## src/rtl/xbar_pkg.sv

```systemverilog
// Shared definitions for the 2x2 crossbar: status codes seen by the
// rdata router, arbiter state encoding and command values.
package xbar_pkg;

    localparam logic [1:0] NO_REQ = 2'd0;
    localparam logic [1:0] WAIT   = 2'd1;
    localparam logic [1:0] W_ACK  = 2'd2;
    localparam logic [1:0] W_DATA = 2'd3;

    typedef enum logic [1:0] {
        IDLE  = 2'd0,
        REQ   = 2'd1,
        RDATA = 2'd2
    } fsm_e;

    localparam logic CMD_READ  = 1'b0;
    localparam logic CMD_WRITE = 1'b1;

    function automatic logic [1:0] idle_stat(input logic v);
        return v ? WAIT : NO_REQ;
    endfunction

endpackage

```

## src/rtl/rr_pick2.sv

```systemverilog
// Two-way round-robin picker: on a tie the master not served last wins.
module rr_pick2 (
    input  logic v0,
    input  logic v1,
    input  logic last,
    output logic any,
    output logic winner
);

    assign any    = v0 | v1;
    assign winner = (v0 & v1) ? ~last : v1;

endmodule

```

## src/rtl/slave_port_arbiter.sv

```systemverilog
// Per-slave round-robin arbiter for the 2-master / 2-slave crossbar.
// Forwards the granted request, routes the ack and publishes status.
module slave_port_arbiter
    import xbar_pkg::*;
#(
    parameter logic S_NO = 1'b0
) (
    input  logic        clk,
    input  logic        rst,
    input  logic        m0_req,
    input  logic [31:0] m0_addr,
    input  logic        m0_cmd,
    input  logic [31:0] m0_wdata,
    output logic        m0_ack,
    input  logic        m1_req,
    input  logic [31:0] m1_addr,
    input  logic        m1_cmd,
    input  logic [31:0] m1_wdata,
    output logic        m1_ack,
    output logic        s_req,
    output logic [31:0] s_addr,
    output logic        s_cmd,
    output logic [31:0] s_wdata,
    input  logic        s_ack,
    output logic [1:0]  stat0,
    output logic [1:0]  stat1,
    output logic        slave0,
    output logic        slave1
);

    fsm_e r_fsm;
    fsm_e w_fsm_nxt;
    logic r_grant;
    logic w_grant_nxt;
    logic r_last;
    logic w_last_nxt;
    logic w_v0;
    logic w_v1;
    logic w_any;
    logic w_win;
    logic w_gv;
    logic w_gcmd;

    assign w_v0   = m0_req & (m0_addr[31] == S_NO);
    assign w_v1   = m1_req & (m1_addr[31] == S_NO);
    assign slave0 = m0_addr[31];
    assign slave1 = m1_addr[31];

    assign w_gv   = r_grant ? w_v1 : w_v0;
    assign w_gcmd = r_grant ? m1_cmd : m0_cmd;

    rr_pick2 u_pick (
        .v0     (w_v0),
        .v1     (w_v1),
        .last   (r_last),
        .any    (w_any),
        .winner (w_win)
    );

    always_ff @(posedge clk) begin
        if (rst) begin
            r_fsm   <= IDLE;
            r_grant <= 1'b0;
            r_last  <= 1'b1;
        end else begin
            r_fsm   <= w_fsm_nxt;
            r_grant <= w_grant_nxt;
            r_last  <= w_last_nxt;
        end
    end

    always_comb begin
        w_fsm_nxt   = r_fsm;
        w_grant_nxt = r_grant;
        w_last_nxt  = r_last;
        s_req       = 1'b0;
        s_addr      = '0;
        s_cmd       = 1'b0;
        s_wdata     = '0;
        m0_ack      = 1'b0;
        m1_ack      = 1'b0;
        stat0       = idle_stat(w_v0);
        stat1       = idle_stat(w_v1);
        unique case (r_fsm)
            IDLE: begin
                if (w_any) begin
                    w_grant_nxt = w_win;
                    w_fsm_nxt   = REQ;
                end
            end
            REQ: begin
                s_req   = 1'b1;
                s_addr  = r_grant ? m1_addr : m0_addr;
                s_cmd   = w_gcmd;
                s_wdata = r_grant ? m1_wdata : m0_wdata;
                if (r_grant) stat1 = W_ACK;
                else         stat0 = W_ACK;
                // a master withdrawing before the ack forfeits its turn
                if (!w_gv) begin
                    w_fsm_nxt = IDLE;
                end else if (s_ack) begin
                    m0_ack     = ~r_grant;
                    m1_ack     = r_grant;
                    w_last_nxt = r_grant;
                    w_fsm_nxt  = (w_gcmd == CMD_READ) ? RDATA : IDLE;
                end
            end
            RDATA: begin
                if (r_grant) stat1 = W_DATA;
                else         stat0 = W_DATA;
                w_fsm_nxt = IDLE;
            end
            default: begin
                w_fsm_nxt = IDLE;
            end
        endcase
    end

endmodule

```

## config.mk

```make
export PLATFORM = sky130hd
export DESIGN_NAME = slave_port_arbiter
export DESIGN_NICKNAME = d
export VERILOG_FILES = /design/src/rtl/xbar_pkg.sv /design/src/rtl/rr_pick2.sv /design/src/rtl/slave_port_arbiter.sv
export SDC_FILE = /design/constraint.sdc
export NUM_CORES = 1
export LEC_CHECK = 0
export ABC_AREA = 1
export BUFFER_PORTS_ARGS = -buffer_cell sky130_fd_sc_hd__buf_2
export CAP_MARGIN = 20
export CORE_AREA = 2 2 82 84
export CTS_BUF_LIST = sky130_fd_sc_hd__clkbuf_16
export CTS_CLUSTER_DIAMETER = 40
export DETAILED_ROUTE_END_ITERATION = 7
export DIE_AREA = 0 0 84 86
export GPL_ROUTABILITY_DRIVEN = 1
export GPL_TIMING_DRIVEN = 1
export PLACE_DENSITY = 0.7
export SYNTH_ARGS = -nofsm -noshare
export SYNTH_HDL_FRONTEND = slang
export SYNTH_SLANG_ARGS = --single-unit
```

## constraint.sdc

```tcl
create_clock -name clk -period 2.8 [get_ports clk]
set_input_delay 0.28 -clock clk [delete_from_list [all_inputs] [get_ports clk]]
set_output_delay 0.28 -clock clk [all_outputs]
set_load 0.05 [all_outputs]
```

==> summary.txt, run 1 <==
Clock network
  – Hold_buf cts: 0
  – Clk_lat worst skew: 0.23 ns
  – CTS tree: built
  – Max Root-Sink Buffers: 2
  – CTS-repair resized insts: 0
  – Clock transition at the registers of the reported paths: 0.03 ns
  – Clk sinks: 4
  – CTS root buffer: clkbuf_16
  – Num CTS Buffers: 3
  – Postcts setup bufs: 0
  – H-tree Lvls: 1

Run status
  – Status: completed

Cells and area
  – # diodes: 0
  – Fin cells: 547
  – Syn-to-layout area delta: 77.8%
  – Final Core Density: 38.8%
  – Final #Nets: 612
  – Layout cells sized above 1: 46.8%

Placed design
  – IO buf count: 208
  – Routability-driven placement congestion ratio: 0.853
  – Dpl ws: 0.840 ns
  – HPWL after detailed placement: 4670 um
  – DP Cell Count: 544

Global route
  – First-pass GRT wire length: 9720 um
  – Largest net degree at the start of global routing: 69
  – GRT Residual Overflow: 0
  – Vias in the first global route: 2273
  – Antenna violations before repair: 0
  – GRT Resource Usage Total: 15.3%

STA
  – Period minus WS final: 2.19 ns
  – Pins over their slew limit: 0
  – Final period utilization: 78.1%
  – Slew @ Worst Pin: 0.657 ns
  – F_max: 457 MHz
  – Relative slew slack: 56.2%
  – Skew final: 0.00238 ns
  – Final Worst Setup Slack: 0.614 ns
  – Hold_ws: 0.247 ns
  – Fin. Hold Viols: 0
  – RSZ-0062 raised after global routing: no
  – Setup TNS: 0 ns
  – Setup violations, final: 0

Die
  – Starting density of the core: 21.8%
  – I/O pins: 209
  – Die Y-Extent: 86 um
  – Area of the core: 6280 um2
  – Chip width: 84 um
  – Die area: 7220 um2
  – Num rows: 29

Synth
  – Ys Warns: 0
  – Mapped Area: 1370 um2
  – Seq/Total Area, Yosys: 5.84%
  – Mapped Nets: 420
  – Distinct cells, synth: 17
  – Synth Register Bits: 4
  – Gate count of the mapped netlist: 280
  – Synthesized area per cell: 4.89 um2

Job
  – Maxcap violations: 0

Min path
  – Worst Hold Class: in2reg
  – Worst hold path endpoint: r_grant
  – Number of cells on the worst hold path: 2
  – Hold Path Origin: rst

Route
  – Final wirelength: 6010 um
  – Initial drt markers: 101
  – Vias: 2477
  – Antenna-violating nets left: 0
  – # DRC: 0
  – Wire length per cell: 11.0 um
  – Via-per-instance ratio: 4.53
  – 1st-pass router iterations: 5

Power
  – Leakage power figure: 0.00154 uW
  – Peak supply drop: 0.415 mV
  – Pwr per Cell Area: 394 nW/um2

Worst setup path
  – Crit path launch type: flip-flop
  – CP Launch Point: r_fsm[1]
  – Critical path required time: 2.52 ns
  – Max Fanout on Critical Path: 67
  – FF-to-FF setup slack: 1.18 ns
  – Worst setup path class: reg2out
  – RR Endpoint: r_fsm[1]
  – Reg2reg path depth: 6
  – CP Capture Type: primary output
  – Worst Path Arrival: 1.91 ns
  – Worst r2r src: r_grant
[state kept, by name, summed over array words and instances, names as in the netlist]
signal   count
r_fsm        2
r_grant      1
r_last       1
[layout make-up]
type / count / area [um2]
fillers: 695 / 3840
multi-input cells: 239 / 1070
repair buffers: 211 / 1060
well taps: 77 / 96.3
flip-flops and latches: 4 / 81.3
clock buffers: 3 / 75.1
inverters: 13 / 51.3
[worst max-delay path: stages, from the launching register on]
cell	delay [ns]
dfxtp_1	0.36
inv_1	0.10
ha_1	0.22
inv_2	0.05
buf_4	0.53
a21oi_1	0.15
buf_2	0.25
[metal layers]
| metal | up-vias | global-route usage (%) | wire [um] |
|---|---|---|---|
| met2 | 125 | 30.1 | 3150 |
| met4 | 0 | 3.52 | 64 |
| li1 | 1279 | - | - |
| met5 | - | 0 | 0 |
| met1 | 1065 | 16.7 | 2290 |
| met3 | 8 | 3.46 | 514 |
[how the worst max path moves through the flow]
stage / depth (start not counted) / to / slack [ns]
2_1_floorplan: 4 / m1_ack / 0.37
5_1_grt: 6 / stat0[1] / 0.41
3_5_place_dp: 5 / stat0[0] / 0.84
3_3_place_gp: 5 / stat0[0] / 0.86
6_report: 6 / stat0[1] / 0.61
4_1_cts: 5 / stat0[0] / 0.60
[cells in the mapped netlist, drive strengths merged]
cell	n	area, um2
nand2	147	557
a32o	2	20.0
inv	13	51.3
nand4	2	12.5
dfxtp	4	80.1
nor2	3	11.3
ha	5	62.6
a21oi	70	350
nand3	8	45.0
nor3	2	10.0
buf	19	151
clkbuf	5	18.8
[stage by stage]
stage          area [um2]  total power (uW)
2_1_floorplan        1370               555
3_3_place_gp         2360               727
3_5_place_dp         2360               734
4_1_cts              2440               962
5_1_grt              2440              1020
6_report             2440               959
[kinds of logic (layout without fill, tap and decap cells)]
logic type	Yosys count	after routing	share of synthesized area, %
and+or+nand+nor	162	162	46.4
AOI/OAI and AO/OA	72	72	27.0
DFF	4	4	5.84
buffers and inverters	37	227	16.2
adders and majority gates	5	5	4.57
[report_power, final]
part	switching, uW	internal (uW)	total [uW]
combinational	478	184	663
clock	41.5	183	224
sequential	9.66	62.5	72.1
total	530	429	959
[layout by cell type (no fill, tap or decap), drive strengths merged, types with 3 or more instances in the layout]
| master | n |
|---|---|
| buf | 211 |
| dfxtp | 4 |
| nand3 | 8 |
| ha | 5 |
| nand2 | 147 |
| a21oi | 70 |
| inv | 13 |
| nor2 | 3 |
| clkbuf | 3 |
No activity file was read; power rests on OpenSTA's default activity.
==> run 2, diff against run 1 <==
--- a/config.mk
+++ b/config.mk
@@ -5,17 +5,17 @@
 export SDC_FILE = /design/constraint.sdc
 export NUM_CORES = 1
 export LEC_CHECK = 0
-export ABC_AREA = 1
+export ABC_AREA = 0
 export BUFFER_PORTS_ARGS = -buffer_cell sky130_fd_sc_hd__buf_2
 export CAP_MARGIN = 20
-export CORE_AREA = 2 2 82 84
+export CORE_AREA = 2 2 81 83
 export CTS_BUF_LIST = sky130_fd_sc_hd__clkbuf_16
 export CTS_CLUSTER_DIAMETER = 40
 export DETAILED_ROUTE_END_ITERATION = 7
-export DIE_AREA = 0 0 84 86
+export DIE_AREA = 0 0 83 85
 export GPL_ROUTABILITY_DRIVEN = 1
 export GPL_TIMING_DRIVEN = 1
-export PLACE_DENSITY = 0.7
+export PLACE_DENSITY = 0.74
 export SYNTH_ARGS = -nofsm -noshare
 export SYNTH_HDL_FRONTEND = slang
 export SYNTH_SLANG_ARGS = --single-unit
==> constraint.sdc (replaced) <==
create_clock -name clk -period 2.21 [get_ports clk]
set_input_delay 0.221 -clock clk [delete_from_list [all_inputs] [get_ports clk]]
set_output_delay 0.221 -clock clk [all_outputs]
set_load 0.05 [all_outputs]
==> summary.txt, run 2 <==
Synth
  – Dominant synthesized flop cell: dfxtp_1
  – Largest family of logic cells by synthesized area: multiplexers
  – Gate count of the mapped netlist: 195
  – Compound-Gate Fraction of Synth Area: 4.93%
  – Post-synthesis simple-gate area fraction: 34.5%
  – Distinct cells, synth: 24
  – Mapped Nets: 335
  – Seq/Total Area, Yosys: 5.26%
  – Area leader, netlist: mux2i_1
  – Mapped Area: 1520 um2
  – Ys Warns: 0
  – Area contributors post-synth: mux2i_1 (43%), nor2b_1 (28%), dfxtp_1 (5.3%), ha_1 (4.1%), a21oi_1 (2.3%)
  – Post-synthesis mux area share: 43.7%
  – Synth Register Bits: 4
  – Most frequent cell after synthesis: nor2b_1
  – Post-synth top cells: nor2b_1 (69), mux2i_1 (65), a21oi_1 (7), buf_2 (7), clkbuf_1 (7)
  – Async set or reset register ratio after synthesis: 0%
  – XOR/XNOR Fraction of Synth Area: 0%
  – Synthesized area per cell: 7.81 um2
  – Post-synth top area share: 42.7%
  – Synth Area in Adders: 4.11%
  – EDFF count, synth: 0

Global route
  – GRT Residual Overflow: 0
  – Largest net degree at the start of global routing: 39
  – Vias in the first global route: 2049
  – GRT Resource Usage Total: 15.0%
  – First-pass GRT wire length: 9090 um
  – Antenna violations before repair: 0

Route
  – Via-per-instance ratio: 4.41
  – Wire length per cell: 12.4 um
  – # DRC: 0
  – Vias: 2086
  – Antenna-violating nets left: 0
  – 1st-pass router iterations: 4
  – Initial drt markers: 28
  – Final wirelength: 5860 um

Power
  – Part of the power in the clock network: 24.0%
  – Logic gate share of total power: 68.2%
  – Peak supply drop: 0.307 mV
  – Switching Fraction: 50.4%
  – Total power: 1220 uW
  – Pwr per Cell Area: 449 nW/um2
  – Leakage power figure: 0.00146 uW
  – Internal power: 604 uW
  – Sequential group share of total power: 7.8%
  – Net switching power figure: 613 uW

Cells and area
  – Biggest register: r_fsm
  – Largest register FFs: 2
  – Layout fillers: 641
  – Layout cells sized above 1: 56.1%
  – Final #Nets: 537
  – Syn-to-layout area delta: 77.9%
  – Fin cells: 473
  – Largest registers: r_fsm (2), r_grant (1), r_last (1)
  – Most used cells in the layout excluding fill and tap cells: buf_2 (208), nor2b_1 (69), mux2i_1 (65), a21oi_1 (7), buf_4 (6)
  – # diodes: 0
  – Most common cell after layout, fill and taps aside: buf_2

Worst setup path
  – Max Fanout on Critical Path: 38
  – CP Capture Type: primary output
  – RR Endpoint: r_fsm[1]
  – Critical path required time: 1.99 ns
  – Crit path launch type: flip-flop
  – FF-to-FF setup slack: 0.74 ns
  – Worst setup path endpoint: stat0[1]
  – Worst r2r src: r_fsm[0]
  – Reg2reg path depth: 5
  – CP Launch Point: r_fsm[1]
  – Worst setup path class: reg2out
  – Worst Path Arrival: 1.68 ns

Clock network
  – Clk_lat worst skew: 0.23 ns
  – Hold_buf cts: 0
  – Clk sinks: 4
  – Postcts setup bufs: 0
  – Num CTS Buffers: 3
  – H-tree Lvls: 1
  – CTS root buffer: clkbuf_16
  – Clock transition at the registers of the reported paths: 0.03 ns
  – CTS tree: built
  – CTS-repair resized insts: 0
  – Max Root-Sink Buffers: 2

Die
  – Chip width: 83 um
  – Die Y-Extent: 85 um
  – I/O pins: 209
  – Die area: 7060 um2
  – Starting density of the core: 24.5%
  – Area of the core: 6200 um2
  – Num rows: 29

Run status
  – Status: completed

Placed design
  – HPWL after detailed placement: 4810 um
  – IO buf count: 208
  – DP Cell Count: 469
  – Routability-driven placement congestion ratio: 0.832

STA
  – Setup TNS: 0 ns
  – Final period utilization: 86.0%
  – Setup violations, final: 0
  – Skew final: 0.00447 ns
  – RSZ-0062 raised after global routing: no
  – Period minus WS final: 1.90 ns
  – Pins over their slew limit: 0
  – Relative slew slack: 60.2%
  – Slew @ Worst Pin: 0.595 ns
  – F_max: 526 MHz
  – Fin. Hold Viols: 0

Job
  – Maxcap violations: 0

Min path
  – Worst Hold Class: in2reg
==> run 2: kinds of logic after synthesis <==
group                    after synthesis
AND/OR/NAND/NOR                       85
flip-flops                             4
adder cells (fa/ha/maj)                5
AO/OA/AOI/OAI                         13
buffers and inverters                 22
multiplexers                          66
==> run 2: routing by layer <==
layer | track usage, % | routed length, um | share of wire [%] | vias to the layer above
met3 | 2.72 | 465 | 7.9 | 5
met4 | 2.83 | 34 | 0.58 | 0
met5 | 0 | 0 | 0 | -
li1 | - | - | - | 1063
met2 | 29.0 | 3000 | 51 | 108
met1 | 17.3 | 2360 | 40 | 910
==> run 2: area by class of cell <==
cell class | count | area [um2] | area share (%)
well taps | 77 | 96.3 | 3.56
inverters | 4 | 15.0 | 0.554
flip-flops and latches | 4 | 83.8 | 3.09
clock inverters | 1 | 3.75 | 0.139
repair buffers | 215 | 1110 | 40.8
clock buffers | 3 | 75.1 | 2.77
multi-input cells | 169 | 1330 | 49.1
==> run 2: worst max-delay path, cell delays in order, from the launching register on <==
cell	delay, ns
dfxtp_1	0.33
inv_1	0.13
ha_1	0.18
buf_4	0.27
o21ai_0	0.18
nor2_1	0.11
buf_2	0.26
==> run 2: how the worst min path moves through the flow <==
stage	from	to	slack, ns	depth (start not counted)
global route	rst	r_fsm[0]	0.25	2
global placement	rst	r_grant	0.46	2
floorplan	rst	r_fsm[0]	0.29	1
CTS	rst	r_grant	0.22	2
detailed placement	rst	r_grant	0.45	2
finish	rst	r_grant	0.22	2
==> run 2: metrics by stage <==
step           util [%]  hold slack [ns]  cell area, um2  worst slack [ns]
2_1_floorplan         -            0.292            1520             0.118
3_3_place_gp       42.4            0.456            2630             0.585
5_1_grt            43.7            0.251            2710             0.122
6_report           43.7            0.222            2710             0.309
4_1_cts            43.7            0.216            2710             0.283
3_5_place_dp       42.4            0.455            2630             0.531
==> run 2: power by group through the flow <==
stage	logic [uW]	clock network, uW	registers, uW
after floorplan	601	0	82.8
after global placement	824	0	95.0
after detailed placement	834	0	95.3
after CTS	837	295	94.6
after global routing	882	304	96.2
final	830	292	95.3
==> run 3, diff against run 2 <==
--- a/config.mk
+++ b/config.mk
@@ -16,6 +16,7 @@
 export GPL_ROUTABILITY_DRIVEN = 1
 export GPL_TIMING_DRIVEN = 1
 export PLACE_DENSITY = 0.74
+export RECOVER_POWER = 100
 export SYNTH_ARGS = -nofsm -noshare
 export SYNTH_HDL_FRONTEND = slang
 export SYNTH_SLANG_ARGS = --single-unit
==> summary.txt, run 3 (synthesis gave the netlist of run 2 again) <==
Min path
  – Worst Hold Class: in2reg
  – Hold Path Origin: rst
  – Number of cells on the worst hold path: 2
  – Worst hold path endpoint: r_grant

STA
  – Pins over their slew limit: 0
  – Fin. Hold Viols: 0
  – Setup TNS: 0 ns
  – Period minus WS final: 1.98 ns
  – Final Worst Setup Slack: 0.229 ns
  – Relative slew slack: 60.2%
  – F_max: 505 MHz
  – Setup violations, final: 0
  – Skew final: 0.00448 ns
  – RSZ-0062 raised after global routing: no
  – Slew @ Worst Pin: 0.595 ns
  – Final period utilization: 89.6%

Die
  – Chip width: 83 um
  – Area of the core: 6200 um2
  – Starting density of the core: 24.5%
  – I/O pins: 209
  – Num rows: 29
  – Die Y-Extent: 85 um
  – Die area: 7060 um2

Cells and area
  – Final #Nets: 537
  – # diodes: 0
  – Most common cell after layout, fill and taps aside: buf_2
  – Biggest register: r_fsm
  – Area of the multi-input gates: 1330 um2
  – Final Core Density: 43.5%
  – Syn-to-layout area delta: 77.4%
  – Largest register FFs: 2
  – Fin cells: 473
  – Layout fillers: 643
  – Largest registers: r_fsm (2), r_grant (1), r_last (1)
  – Most used cells in the layout excluding fill and tap cells: buf_2 (136), nor2b_1 (69), clkbuf_2 (69), mux2i_1 (65), a21oi_1 (7)
  – Layout cells sized above 1: 55.1%
  – Seq. cell area: 83.8 um2

Clock network
  – CTS root buffer: clkbuf_16
  – Clk sinks: 4
  – Hold_buf cts: 0
  – Max Root-Sink Buffers: 2
  – Clock transition at the registers of the reported paths: 0.03 ns
  – CTS-repair resized insts: 0
  – H-tree Lvls: 1
  – Clk_lat worst skew: 0.23 ns
  – Postcts setup bufs: 0
  – Num CTS Buffers: 3
  – CTS tree: built

Placed design
  – Routability-driven placement congestion ratio: 0.832
  – Dpl ws: 0.531 ns
  – IO buf count: 208
  – HPWL after detailed placement: 4810 um
  – DP Cell Count: 469

Job
  – Maxcap violations: 0

Run status
  – Status: completed

Worst setup path
  – CP Capture Type: primary output
  – CP max stage delay: 0.41 ns
  – CP Launch Point: r_fsm[1]
  – CP Buf/Inv Count: 3
  – Worst Path Arrival: 1.76 ns
  – FF-to-FF setup slack: 0.69 ns
  – Crit path launch type: flip-flop
  – Critical path required time: 1.99 ns
  – RR Endpoint: r_last
  – Most frequent CP cell: clkbuf_2
  – Crit-path leading delay family: buffers and inverters
  – Worst r2r src: r_fsm[1]
  – Max Fanout on Critical Path: 30
  – CP Cell Sequence: inv_1 > ha_1 > clkbuf_2 > nor2b_1 > clkbuf_2
  – Worst setup path class: reg2out
  – Reg2reg path depth: 6
  – Crit-path slowest cell: clkbuf_2

Global route
  – GRT Resource Usage Total: 15.0%
  – GRT Residual Overflow: 0
  – Antenna violations before repair: 0
  – First-pass GRT wire length: 9090 um
  – Largest net degree at the start of global routing: 39
  – Vias in the first global route: 2049

Power
  – Logic gate share of total power: 68.2%
  – Sequential group share of total power: 7.8%
  – Total power: 1220 uW
  – Peak supply drop: 0.335 mV
  – Net switching power figure: 616 uW
  – Part of the power in the clock network: 24.0%
  – Pwr per Cell Area: 450 nW/um2
  – Internal power: 599 uW
  – Leakage power figure: 0.00140 uW
  – Switching Fraction: 50.7%

Route
  – Vias: 2081
  – Wire length per cell: 12.3 um
  – Via-per-instance ratio: 4.40
  – Antenna-violating nets left: 0
  – Final wirelength: 5820 um
  – 1st-pass router iterations: 4
  – # DRC: 0
  – Initial drt markers: 23
==> run 3: cell count changes in the layout (fill, tap and decap cells not counted), sizes merged <==
cell    delta
buf       -73
clkbuf    +73
==> run 3: final cells by class <==
type | count | area share, %
clock buffers | 3 | 2.78
clock inverters | 1 | 0.139
inverters | 4 | 0.556
multi-input cells | 169 | 49.2
flip-flops and latches | 4 | 3.10
well taps | 77 | 3.57
repair buffers | 215 | 40.7
==> run 3: metrics by stage <==
step,hold slack [ns],instance area (um2)
5_1_grt,0.251,2700
3_5_place_dp,0.455,2630
3_3_place_gp,0.456,2630
4_1_cts,0.216,2710
2_1_floorplan,0.292,1520
6_report,0.223,2700
==> run 3: metal layers <==
| layer | track usage [%] | part of all wire (%) | vias to the layer above |
|---|---|---|---|
| met2 | 29.0 | 51 | 108 |
| met1 | 17.3 | 40 | 905 |
| li1 | - | - | 1063 |
| met5 | 0 | 0 | - |
| met4 | 2.83 | 0.58 | 0 |
| met3 | 2.72 | 8.0 | 5 |
==> run 3: worst max-delay path by stage <==
stage               slack [ns]  cells past startpoint           to
CTS                       0.28                      6     stat0[1]
floorplan                 0.12                      4     stat1[0]
global route              0.07                      5    s_addr[4]
finish                    0.23                      5  s_wdata[13]
global placement          0.58                      6     stat0[1]
detailed placement        0.53                      6     stat0[1]
==> run 3: worst reg2reg max path, delay by kind of cell (launching register included) <==
kind | cells | cell delay [ns]
compound gates | 2 | 0.25
flops | 1 | 0.33
fa+ha+maj | 1 | 0.18
simple gates | 1 | 0.12
buf+inv | 2 | 0.54
==> run 3: power by group through the flow <==
stage / Combinational [uW] / Sequential [uW] / Clock (uW)
4_1_cts: 837 / 94.6 / 295
6_report: 828 / 95.0 / 292
5_1_grt: 880 / 96.2 / 304
2_1_floorplan: 601 / 82.8 / 0
3_3_place_gp: 824 / 95.0 / 0
3_5_place_dp: 834 / 95.3 / 0
